--- src/rtl/alu_iq_pkg.sv ---
// alu_iq_pkg: default widths, reference entry layout and width helpers
// shared by the ALU issue queue and its slots.
package alu_iq_pkg;

    localparam int DEF_DEPTH  = 4;
    localparam int DEF_DATA_W = 32;
    localparam int DEF_TAG_W  = 6;
    localparam int DEF_FUNC_W = 6;

    typedef struct packed {
        logic                  valid;
        logic [DEF_DATA_W-1:0] op1_data;
        logic [DEF_TAG_W-1:0]  op1_tag;
        logic                  op1_vld;
        logic [DEF_DATA_W-1:0] op2_data;
        logic [DEF_TAG_W-1:0]  op2_tag;
        logic                  op2_vld;
        logic [DEF_TAG_W-1:0]  rd_tag;
        logic                  rd_vld;
        logic [DEF_FUNC_W-1:0] func;
    } rs_entry_t;

    // Packed entry width for arbitrary field widths, same field order as rs_entry_t.
    function automatic int ent_w(int data_w, int tag_w, int func_w);
        return 2 * (data_w + tag_w + 1) + tag_w + func_w + 2;
    endfunction

    function automatic int iss_w(int data_w, int tag_w, int func_w);
        return 2 * data_w + tag_w + func_w + 1;
    endfunction

endpackage

--- src/rtl/rs_entry_slot.sv ---
// rs_entry_slot: one reservation-station slot; picks hold/shift/dispatch/clear
// and captures missing operands from the CDB on the chosen candidate.
module rs_entry_slot
    import alu_iq_pkg::*;
#(
    parameter int  DATA_W = DEF_DATA_W,
    parameter int  TAG_W  = DEF_TAG_W,
    parameter int  FUNC_W = DEF_FUNC_W,
    localparam int EW     = ent_w(DATA_W, TAG_W, FUNC_W),
    localparam int IW     = iss_w(DATA_W, TAG_W, FUNC_W)
) (
    input  logic              clk,
    input  logic              rst,
    input  logic              flush,
    input  logic              take_above,
    input  logic              take_disp,
    input  logic [EW-1:0]     above_i,
    input  logic [EW-1:0]     disp_i,
    input  logic              cdb_valid,
    input  logic [TAG_W-1:0]  cdb_tag,
    input  logic [DATA_W-1:0] cdb_data,
    output logic [EW-1:0]     ent_o,
    output logic [IW-1:0]     iss_o,
    output logic              rdy_o
);

    typedef struct packed {
        logic              valid;
        logic [DATA_W-1:0] op1_data;
        logic [TAG_W-1:0]  op1_tag;
        logic              op1_vld;
        logic [DATA_W-1:0] op2_data;
        logic [TAG_W-1:0]  op2_tag;
        logic              op2_vld;
        logic [TAG_W-1:0]  rd_tag;
        logic              rd_vld;
        logic [FUNC_W-1:0] func;
    } slot_t;

    slot_t ent_q, ent_d, cand;

    // Wakeup is applied to whatever lands here, so shifted and newly dispatched entries also capture.
    always_comb begin
        cand  = take_disp ? slot_t'(disp_i) : take_above ? slot_t'(above_i) : ent_q;
        ent_d = cand;
        if (cand.valid && !cand.op1_vld && cdb_valid && cand.op1_tag == cdb_tag) begin
            ent_d.op1_data = cdb_data;
            ent_d.op1_vld  = 1'b1;
        end
        if (cand.valid && !cand.op2_vld && cdb_valid && cand.op2_tag == cdb_tag) begin
            ent_d.op2_data = cdb_data;
            ent_d.op2_vld  = 1'b1;
        end
        if (flush) ent_d = '0;
    end

    always_ff @(posedge clk or negedge rst)
        if (!rst) ent_q <= '0;
        else      ent_q <= ent_d;

    assign ent_o = ent_q;
    assign iss_o = {ent_q.op1_data, ent_q.op2_data, ent_q.rd_tag, ent_q.rd_vld, ent_q.func};
    assign rdy_o = ent_q.valid & ent_q.op1_vld & ent_q.op2_vld;

endmodule

--- src/rtl/alu_issue_queue.sv ---
// alu_issue_queue: collapsing, age-ordered ALU reservation station with CDB
// wakeup and oldest-ready select over a valid/ready issue port.
module alu_issue_queue
    import alu_iq_pkg::*;
#(
    parameter int DEPTH  = DEF_DEPTH,
    parameter int DATA_W = DEF_DATA_W,
    parameter int TAG_W  = DEF_TAG_W,
    parameter int FUNC_W = DEF_FUNC_W,
    parameter int CNT_W  = $clog2(DEPTH + 1)
) (
    input  logic              clk,
    input  logic              rst,
    input  logic              flush,
    input  logic              disp_valid,
    output logic              disp_ready,
    input  logic [DATA_W-1:0] disp_op1_data,
    input  logic [DATA_W-1:0] disp_op2_data,
    input  logic [TAG_W-1:0]  disp_op1_tag,
    input  logic [TAG_W-1:0]  disp_op2_tag,
    input  logic              disp_op1_vld,
    input  logic              disp_op2_vld,
    input  logic [TAG_W-1:0]  disp_rd_tag,
    input  logic              disp_rd_tag_vld,
    input  logic [FUNC_W-1:0] disp_func,
    input  logic              cdb_valid,
    input  logic [TAG_W-1:0]  cdb_tag,
    input  logic [DATA_W-1:0] cdb_data,
    output logic              issue_valid,
    input  logic              issue_ready,
    output logic [DATA_W-1:0] issue_op1,
    output logic [DATA_W-1:0] issue_op2,
    output logic [TAG_W-1:0]  issue_rd_tag,
    output logic              issue_rd_tag_vld,
    output logic [FUNC_W-1:0] issue_func,
    output logic [CNT_W-1:0]  count
);

    localparam int EW = ent_w(DATA_W, TAG_W, FUNC_W);
    localparam int IW = iss_w(DATA_W, TAG_W, FUNC_W);
    localparam int SW = $clog2(DEPTH);

    logic [EW-1:0]    ent_v [DEPTH+1];
    logic [IW-1:0]    iss_v [DEPTH];
    logic [DEPTH-1:0] rdy;
    logic [SW-1:0]    sel;
    logic [CNT_W-1:0] count_q, count_d, wr_idx;
    logic [EW-1:0]    disp_e;
    logic             fire, acc;

    assign ent_v[DEPTH] = '0;
    assign disp_e       = {1'b1, disp_op1_data, disp_op1_tag, disp_op1_vld,
                           disp_op2_data, disp_op2_tag, disp_op2_vld,
                           disp_rd_tag, disp_rd_tag_vld, disp_func};
    assign disp_ready   = count_q != CNT_W'(DEPTH);
    assign acc          = disp_valid & disp_ready;
    assign issue_valid  = |rdy;
    assign fire         = issue_valid & issue_ready;
    assign wr_idx       = count_q - CNT_W'(fire);
    assign count        = count_q;
    assign {issue_op1, issue_op2, issue_rd_tag, issue_rd_tag_vld, issue_func} = iss_v[sel];

    always_comb begin
        sel = '0;
        for (int i = DEPTH - 1; i >= 0; i--)
            if (rdy[i]) sel = SW'(i);
    end

    always_comb begin
        count_d = flush ? '0 : count_q + CNT_W'(acc) - CNT_W'(fire);
    end

    always_ff @(posedge clk or negedge rst)
        if (!rst) count_q <= '0;
        else      count_q <= count_d;

    // Slots at and above the issued one pull from their upper neighbour; the top slot pulls in zeros.
    for (genvar g = 0; g < DEPTH; g++) begin : g_slot
        rs_entry_slot #(
            .DATA_W (DATA_W),
            .TAG_W  (TAG_W),
            .FUNC_W (FUNC_W)
        ) u_slot (
            .clk        (clk),
            .rst        (rst),
            .flush      (flush),
            .take_above (fire && SW'(g) >= sel),
            .take_disp  (acc && CNT_W'(g) == wr_idx),
            .above_i    (ent_v[g+1]),
            .disp_i     (disp_e),
            .cdb_valid  (cdb_valid),
            .cdb_tag    (cdb_tag),
            .cdb_data   (cdb_data),
            .ent_o      (ent_v[g]),
            .iss_o      (iss_v[g]),
            .rdy_o      (rdy[g])
        );
    end

endmodule

--- config.mk ---
export PLATFORM = sky130hd
export DESIGN_NAME = alu_issue_queue
export DESIGN_NICKNAME = d
export VERILOG_FILES = /design/src/rtl/alu_iq_pkg.sv /design/src/rtl/rs_entry_slot.sv /design/src/rtl/alu_issue_queue.sv
export SDC_FILE = /design/constraint.sdc
export NUM_CORES = 1
export LEC_CHECK = 0
export BUFFER_PORTS_ARGS = -buffer_cell sky130_fd_sc_hd__buf_4
export CAP_MARGIN = 15
export CELL_PAD_IN_SITES_DETAIL_PLACEMENT = 0
export CELL_PAD_IN_SITES_GLOBAL_PLACEMENT = 2
export CORE_MARGIN = 2
export CORE_UTILIZATION = 39
export CTS_CLUSTER_SIZE = 14
export DETAILED_ROUTE_END_ITERATION = 8
export GPL_TIMING_DRIVEN = 0
export MAX_ROUTING_LAYER = met4
export PLACE_DENSITY_LB_ADDON = 0.1
export SLEW_MARGIN = 20
export SYNTH_ARGS = -nofsm -noshare
export SYNTH_HDL_FRONTEND = slang
export SYNTH_HIERARCHICAL = 1
export SYNTH_SLANG_ARGS = --single-unit
--- constraint.sdc ---
create_clock -name clk -period 5.5 [get_ports clk]
set_input_delay 1.1 -clock clk [delete_from_list [all_inputs] [get_ports clk]]
set_output_delay 1.1 -clock clk [all_outputs]
set_load 0.005 [all_outputs]
Word-level counts from Yosys, hierarchy flattened
Cells that the tools add are included.
{ "totals": {"reg_bits": 371, "out_inout_bits": 82, "wordCells": 162} }
{ "op_classes": {"n_addsub": 3, "order_cmp": 5, "eq_ne": 12, "n_mux": 36, "bitwise_logic": 11, "n_reduce_logical": 54} }
{ "op_table": {"columns": ["cell", "count"], "rows": [
  ["2-to-1 mux 92 bit", 12],
  ["2-to-1 mux 32 bit", 8],
  ["binary-select mux 77 bit (select 2 bit)", 1],
  ["2-to-1 mux 77 bit", 2],
  ["equality test 6 bit", 8],
  ["logical AND 1 bit", 32],
  ["nonzero test 4 bit", 8],
  ["nonzero test 3 bit", 4],
  ["bitwise AND 1 bit", 10],
  ["zero test 1 bit", 8],
  ["2-to-1 mux 1 bit", 8],
  ["2-to-1 mux 2 bit", 4],
  ["equality test 2 x 3 -> 1 bit (first input constant)", 2],
  ["subtractor 3 x 1 -> 3 bit", 2],
  [">= comparator 1 x 2 -> 1 bit (first input constant)", 2],
  [">= comparator 2 bit (first input constant)", 2],
  ["OR reduction 4 bit", 1],
  ["adder 3 x 1 -> 3 bit", 1],
  ["equality test 1 x 3 -> 1 bit (first input constant)", 1],
  [">= comparator 3 bit (second input constant)", 1],
  ["zero test 3 bit", 1],
  ["2-to-1 mux 3 bit", 1],
  ["inequality test 3 bit (second input constant)", 1],
  ["inverter 2 -> 3 bit", 1]
]} }

Logic depth before layout (Yosys ltp)
Gate-level depths: netlist (run 1).
{ "logic_depth": {"ltp_word": 16, "ltp_mapped": 18, "mapped_depth_nobuf": 14} }

Cells and area by module
The synthesis (run 1) kept the hierarchy.
{ "modules_own_cells": {"columns": ["module", "instances", "cells_per_inst", "area_each_um2", "seq_area_each_um2"], "rows": [
  ["rs_entry_slot", 4, 716, 6572.6, 2302.2],
  ["alu_issue_queue", 1, 481, 3383.2, 75.1]
]} }

Worst setup path before layout (run 1)
No wires, ideal clock.
{ "synth_timing": {"path_type": "input-to-reg", "from": "input issue_ready", "to": "register g_slot[3].u_slot.ent_q (netlist bit g_slot[3].u_slot/ent_o[81])", "setup_time_ps": 124, "arrival_time_ps": 4184, "path_slack_ps": 1192, "stages": 13, "path_buffers": 3, "path_cell_list": "and2_1 > ha_1 > ha_1 > o21a_1 > nor4b_1 > inv_2 > buf_2 > mux2i_1 > nand4_1 > or4_1 > buf_4 > buf_6 > mux2i_1"} }
{ "synth_between": {"elab_chain_len": 11, "word_cells_on_any_way": 15, "cone_classes": "add/sub: 1; eq/ne: 2; mux: 4; bitwise: 1; reduce/logical: 7"} }
{ "synth_rtl": {"columns": ["item", "line", "source"], "rows": [
  ["from (decl)", "alu_issue_queue.sv:30", "input logic issue_ready,"],
  ["bitwise AND 1 bit *", "alu_issue_queue.sv:58", "assign fire = issue_valid & issue_ready;"],
  ["branches (longest 10 deep; another with subtractor 3 x 1 -> 3 bit)", null, null],
  ["to (signal assigned)", "rs_entry_slot.sv:59", "else ent_q <= ent_d;"],
  ["to (decl)", "rs_entry_slot.sv:40", "slot_t ent_q, ent_d, cand;"]
]} }
Mark *: on every way between the ends. The select of a mux whose other input is x is not followed.
A chain may end at the register's enable or synchronous reset.

Final worst setup path (run 1)
{ "layout_timing": {"from": "register g_slot[2].u_slot.ent_q (netlist bit g_slot[2].u_slot/ent_o[13])", "to": "register g_slot[2].u_slot.ent_q (netlist bit g_slot[2].u_slot/ent_o[46])"} }
{ "layout_between": {"word_cells_on_any_way": 21, "cone_classes": "add/sub: 1; order compare: 1; eq/ne: 2; mux: 7; bitwise: 2; reduce/logical: 8"} }
{ "layout_rtl": {"columns": ["item", "line", "source"], "rows": [
  ["from (decl)", "rs_entry_slot.sv:40", null],
  ["from (signal assigned)", "rs_entry_slot.sv:59", null],
  ["bitwise AND 1 bit *", "rs_entry_slot.sv:63", "assign rdy_o = ent_q.valid & ent_q.op1_vld & ent_q.op2_vld;"],
  ["net rdy[2]", "alu_issue_queue.sv:45", "logic [DEPTH-1:0] rdy;"],
  ["OR reduction 4 bit *", "alu_issue_queue.sv:57", "assign issue_valid = |rdy;"],
  ["bitwise AND 1 bit *", "alu_issue_queue.sv:58", null],
  ["net fire", "alu_issue_queue.sv:49", "logic fire, acc;"],
  ["branches (longest 10 deep; another with subtractor 3 x 1 -> 3 bit)", null, null]
]} }
Mark *: on every way through the listed nets, which the timed path passes. The select of a mux whose other input is x is not followed.

==> results of run 1 <==
## path summary, 6_finish.rpt
kind | to | cells past startpoint | from
setup / recovery | g_slot[2].u_slot/ent_o[46] | 17 | g_slot[2].u_slot/ent_o[13]
hold / removal | g_slot[3].u_slot/ent_o[15] | 1 | rst
setup reg to reg | g_slot[2].u_slot/ent_o[46] | 17 | g_slot[2].u_slot/ent_o[13]
hold reg to reg | g_slot[0].u_slot/ent_o[8] | 4 | g_slot[0].u_slot/ent_o[8]
max in group asynchronous | g_slot[3].u_slot/ent_o[62] | 3 | rst
min in group clk | g_slot[0].u_slot/ent_o[8] | 4 | g_slot[0].u_slot/ent_o[8]
## registers in the layout, indices dropped and copies added, names as in the netlist
register             cells
g_slot.u_slot/ent_o    368
count                    3
## power breakdown
group / internal [mW] / leakage, nW / switching [mW]
logic: 0.854 / 9.00 / 1.24
clock network: 1.86 / 0.767 / 1.34
registers: 2.92 / 5.11 / 0.133
total: 5.64 / 14.9 / 2.71
## routing by layer
metal	global-route usage, %	vias to the layer above	wire (microns)
met4	11.1	0	4220
met3	5.30	192	8920
met1	45.5	13369	58100
met2	50.7	1109	58200
li1	-	12044	-
met5	-	-	0
## logic make-up after synthesis
logic type / count (synthesis)
compound gates: 601
mux: 640
flops: 371
buf+inv: 583
fa+ha+maj: 5
simple gates: 1134
other cells: 2
xor+xnor: 9
## synth_stat cells (all sizes together)
cell type and number:
buf 433, o31ai 77, or4 8, a211oi 40, nand4 24, nor2 118
nor3b 78, conb 2, nand3 1, inv 8, nor2b 119, o211a 4
o21a 2, nor4 8, or3 1, mux2 20, ha 4, xnor2 8
o211ai 41, xor2 1, a211o 40, and3 4, clkbuf 142, nor4b 1
a21oi 60, o21ai 260, and2 3, nand2 376, dfrtp 371, nor3 3
mux2i 620, fa 1, nor4bb 1, nand2b 389, o221a 77
## metrics by stage
stage,total power [mW],area (sq um),util (%),worst slack (ns)
4_1_cts,8.35,34600,45.8,0.0709
5_1_grt,8.66,34700,45.9,0.0311
3_3_place_gp,5.09,32900,43.5,-1.41
2_1_floorplan,4.23,30000,-,1.19
6_report,8.35,34700,45.9,0.292
3_5_place_dp,5.13,33000,43.7,-0.991
## final cells by class
cell class,count,area (sq um)
Antenna cell,5,12.5
Buffer,572,3560
Clock buffer,74,1460
Clock inverter,12,90.1
Fill cell,7474,40800
Inverter,8,30.0
Multi-Input combinational cell,2485,17200
Sequential cell,371,9280
Tap cell,978,1220
Timing Repair Buffer,231,1850
## repair_timing
action | 4_1_cts | 5_1_grt
pin swaps | 1 | 3
endpoints found under the hold margin | 0 | 0
setup buffers | 2 | 5
endpoints found under the setup margin | 147 | 179
hold buffers | 0 | 0
gates cloned | 0 | 0
gates resized for setup | 8 | 10
## cells in the final DEF (no fill, tap or decap), types with 9 or more instances in the layout
master       n
o211ai_1    41
a211o_1     40
nor3b_1     77
mux2i_1    611
clkbuf_8    14
a211oi_1    40
buf_1       33
buf_2       58
buf_6       17
o221a_2     47
nand2b_1   389
buf_4      542
o31ai_1     77
o21ai_0    260
clkbuf_1   145
nor2b_1    119
nand2_1    376
a21oi_1     60
clkinv_2     9
nand4_1     24
clkbuf_16   49
clkbuf_2     9
dfrtp_1    371
nor2_1     118
conb_1      96
o221a_1     30
==> flow_summary.yaml, run 1 <==
floorplanning:
  core_sq_um: 75600
  row_count: 101
  die_w_microns: 280
  start_util_pct: 39.3
  die_h_microns: 280
  die-area_sq_um: 78300
  io_pins: 217
sta:
  fmax_mhz: 192
  finalCritPeriodShare_pct: 94.7
  worstMarginPinSlew_ns: 1.22
  setup_tns_ns: 0
  min_period_ns: 5.21
  holdWs_ns: 0.461
  fin_skew_ns: 0.0129
  relSlewSlack_pct: 18.7
  rsz0062_at_grt: "no"
  setup_viol_count_final: 0
  finalMaxSlewViolations: 0
  hold_violations: 0
synth:
  syn_avg_cell_area_sq_um: 8.87
  synth_top_area_share_pct: 31.3
  synth_top_family_by_area: "multiplexers"
  synth_fa_ha_area_share_pct: 0.236
  yosys_warnings: 6
  muxShareOfSynthArea_pct: 22.1
  synth_xor_area_share_pct: 0.266
  synth-seq-area-share_pct: 31.3
  syn_area_sq_um: 29700
  synth_top_area_cell: "dfrtp_1"
  ys_types: 45
  synth_cells: 3345
  synth_compound_area_share_pct: 13.7
  synth_area_leaders: "dfrtp_1, mux2i_1, nand2b_1"
  ys_ff_latch: 371
  yosys.area_share.simple_pct: 20.3
power:
  ir_worst_vdd_v: 0.000207
  power_density_nw_per_um2: 240
  p_leak_nw: 14.9
routing:
  routed-via-count: 26714
  wire_per_inst_microns: 27.3
  routed_wl_mm: 129
  drc: 0
  routed_via_density: 5.64
  ant_nets: 0
  drt_first_pass_iters: 5
  drt_iter0_markers: 2495
final_layout:
  area_growth_pct: 17.0
  finalNonFillerCells: 4736
  drive_above_1_share_pct: 21.1
  nNetsFinal: 3858
cts:
  clk_path_buf_depth: 3
  cts.sinks: 371
  cts_tree: "yes"
  cts.htree.levels: 2
  cts_buffers: 49
  clkTransAtPathRegs_ns: 0.06
  root_buffer: "clkbuf_16"
  clk_latency_ns: 0.60
placed_design:
  dp_hpwl_mm: 95.4
  dp.cells: 4641
  io_buffers: 216
  place_congestion: 0.940
worst_setup_path:
  end_kind: "register"
  cp.buffers_inverters: 4
  path_cells: "and3_2 -> nor3_2 -> nand2b_1 -> and2_1 -> ha_1 -> ha_1 -> o21a_1 -> nor3_4 -> buf_2 -> buf_4 -> nand2_1 -> o211ai_1 -> nand4_1 -> nor4_1 -> buf_2 -> buf_2 -> mux2i_1"
  cpPeakStageDelay_ns: 0.48
  rrSetupSlack_ns: 0.29
  path_class: "reg -> reg"
  cp_top_family: "simple AND/OR/NAND/NOR gates"
  critPathLaunchType: "register"
  cp_slowest_cell: "buf_2"
  arrival_ns: 5.73
  worstPathRequired_ns: 6.02
  crit_path_frequent_cell: "buf_2"
  path_max_fanout: 10
global_route:
  antenna_found_initial: 4
  grt_pass1_wl_mm: 186
  track_usage_pct: 33.5
  grt_max_degree: 84
  grt_pass1_vias: 26710
  overflow: 0
flow_run:
  cap_viol_max_count: 0
worst_hold_path:
  hold_path.class: "in -> async"
status:
  status: "finished clean"
Power figures use the tool's default switching activity.
==> run 2, diff against run 1 <==
SLEW_MARGIN = not set   (was 20)
clock period = 5.1 ns   (was 5.5 ns; I/O delays follow)
==> flow_summary.yaml, run 2 (synthesis gave the netlist of run 1 again) <==
status:
  status: "finished clean"
sta:
  worstMarginPinSlew_ns: 1.24
  fmax_mhz: 203
  finalCritPeriodShare_pct: 96.5
  setup_viol_count_final: 0
  holdWs_ns: 0.441
  hold_violations: 0
  fin_skew_ns: 0.0232
  relSlewSlack_pct: 17.1
  min_period_ns: 4.92
  finalMaxSlewViolations: 0
floorplanning:
  core_sq_um: 75600
  die_h_microns: 280
  io_pins: 217
  die_w_microns: 280
  start_util_pct: 39.3
  row_count: 101
  die-area_sq_um: 78300
final_layout:
  finalNonFillerCells: 4738
  final_common_cell: "mux2i_1"
  final_cell_mix: "mux2i_1, buf_4, nand2b_1, nand2_1, dfrtp_1"
  drive_above_1_share_pct: 21.3
  area_growth_pct: 17.4
  nNetsFinal: 3859
  largest_register_ffs: 368
global_route:
  grt_pass1_vias: 26750
  overflow: 0
  antenna_found_initial: 4
  track_usage_pct: 33.7
  grt_max_degree: 112
  grt_pass1_wl_mm: 187
cts:
  cts.sinks: 371
  clkTransAtPathRegs_ns: 0.06
  cts_buffers: 48
  clk_latency_ns: 0.61
  cts.htree.levels: 2
  clk_path_buf_depth: 3
  cts_tree: "yes"
  root_buffer: "clkbuf_16"
  postCtsHoldBufs: 0
routing:
  drt_iter0_markers: 2524
  routed_via_density: 5.65
  routed-via-count: 26751
  drt_first_pass_iters: 5
  routed_wl_mm: 130
  wire_per_inst_microns: 27.4
  drc: 0
  ant_nets: 0
placed_design:
  dp.cells: 4645
  dp_hpwl_mm: 95.4
  io_buffers: 216
  place_congestion: 0.940
worst_setup_path:
  cp-startpoint: "g_slot[2].u_slot/ent_o[13]"
  cp.buffers_inverters: 6
  path_max_fanout: 10
  arrival_ns: 5.39
  cp_top_family: "simple AND/OR/NAND/NOR gates"
  path_cells: "and3_2 -> nor3_4 -> nand2b_1 -> and2_2 -> ha_1 -> ha_1 -> o21a_2 -> nor3b_4 -> clkbuf_4 -> clkbuf_4 -> buf_4 -> nand2_1 -> o211ai_1 -> nand4_1 -> buf_4 -> or4_1 -> clkbuf_4 -> buf_6 -> mux2i_1"
  crit_path_frequent_cell: "clkbuf_4"
  cpPeakStageDelay_ns: 0.56
  critPathLaunchType: "register"
  end_kind: "register"
  worstPathRequired_ns: 5.57
  cp_slowest_cell: "or4_1"
  r2r-start: "g_slot[2].u_slot/ent_o[13]"
  path_class: "reg -> reg"
flow_run:
  cap_viol_max_count: 0
worst_hold_path:
  hold_path.class: "in -> async"
power:
  ir_worst_vdd_v: 0.000217
  power_density_nw_per_um2: 262
  p_leak_nw: 14.9
-- run 2: layout make-up --
class                           count  area [sq um]
Sequential cell                   371          9280
Clock buffer                       78          1500
Timing Repair Buffer              232          1850
Buffer                            573          3600
Inverter                            8          30.0
Fill cell                        7541         40700
Multi-Input combinational cell   2485         17200
Tap cell                          978          1220
Antenna cell                        4          10.0
Clock inverter                      9           105
-- run 2: stage by stage --
step	setup TNS (ns)	setup slack (ns)	util [%]	instance area, sq um	total power, mW
2_1_floorplan	0	0.872	-	30000	4.56
3_3_place_gp	-708.47	-1.73	43.5	32900	5.49
3_5_place_dp	-141.53	-1.23	43.8	33100	5.53
4_1_cts	-3.28	-0.132	46.0	34700	9.10
5_1_grt	-0.0284	-0.0158	46.1	34800	9.46
6_report	0	0.177	46.1	34800	9.11
-- run 2: worst paths after layout --
kind | end | slack, ns | depth (start not counted)
worst min register to register | g_slot[0].u_slot/ent_o[12] | 0.65 | 4
max in group asynchronous | g_slot[2].u_slot/ent_o[59] | 3.20 | 3
min in group clk | g_slot[0].u_slot/ent_o[12] | 0.65 | 4
worst max register to register | g_slot[0].u_slot/ent_o[26] | 0.18 | 19
worst min-delay path | g_slot[3].u_slot/ent_o[18] | 0.44 | 1
worst max-delay path | g_slot[0].u_slot/ent_o[26] | 0.18 | 19
-- run 2: power breakdown --
part	leakage, nW	switching [mW]	internal [mW]
Sequential	5.11	0.142	3.15
Combinational	9.03	1.34	0.920
Clock	0.787	1.47	2.09
-- run 2: per-layer routing --
metal	up-vias	global-route usage, %	wire length [microns]
li1	12049	-	-
met1	13373	46.3	58900
met2	1111	51.2	57700
met3	218	4.77	8800
met4	0	10.9	4580
met5	-	-	0
-- run 2: repair_timing --
action,4_1_cts,5_1_grt
buffers inserted,3,1
setup endpoints to repair,279,236
resized for setup,22,26
pin swaps,2,2
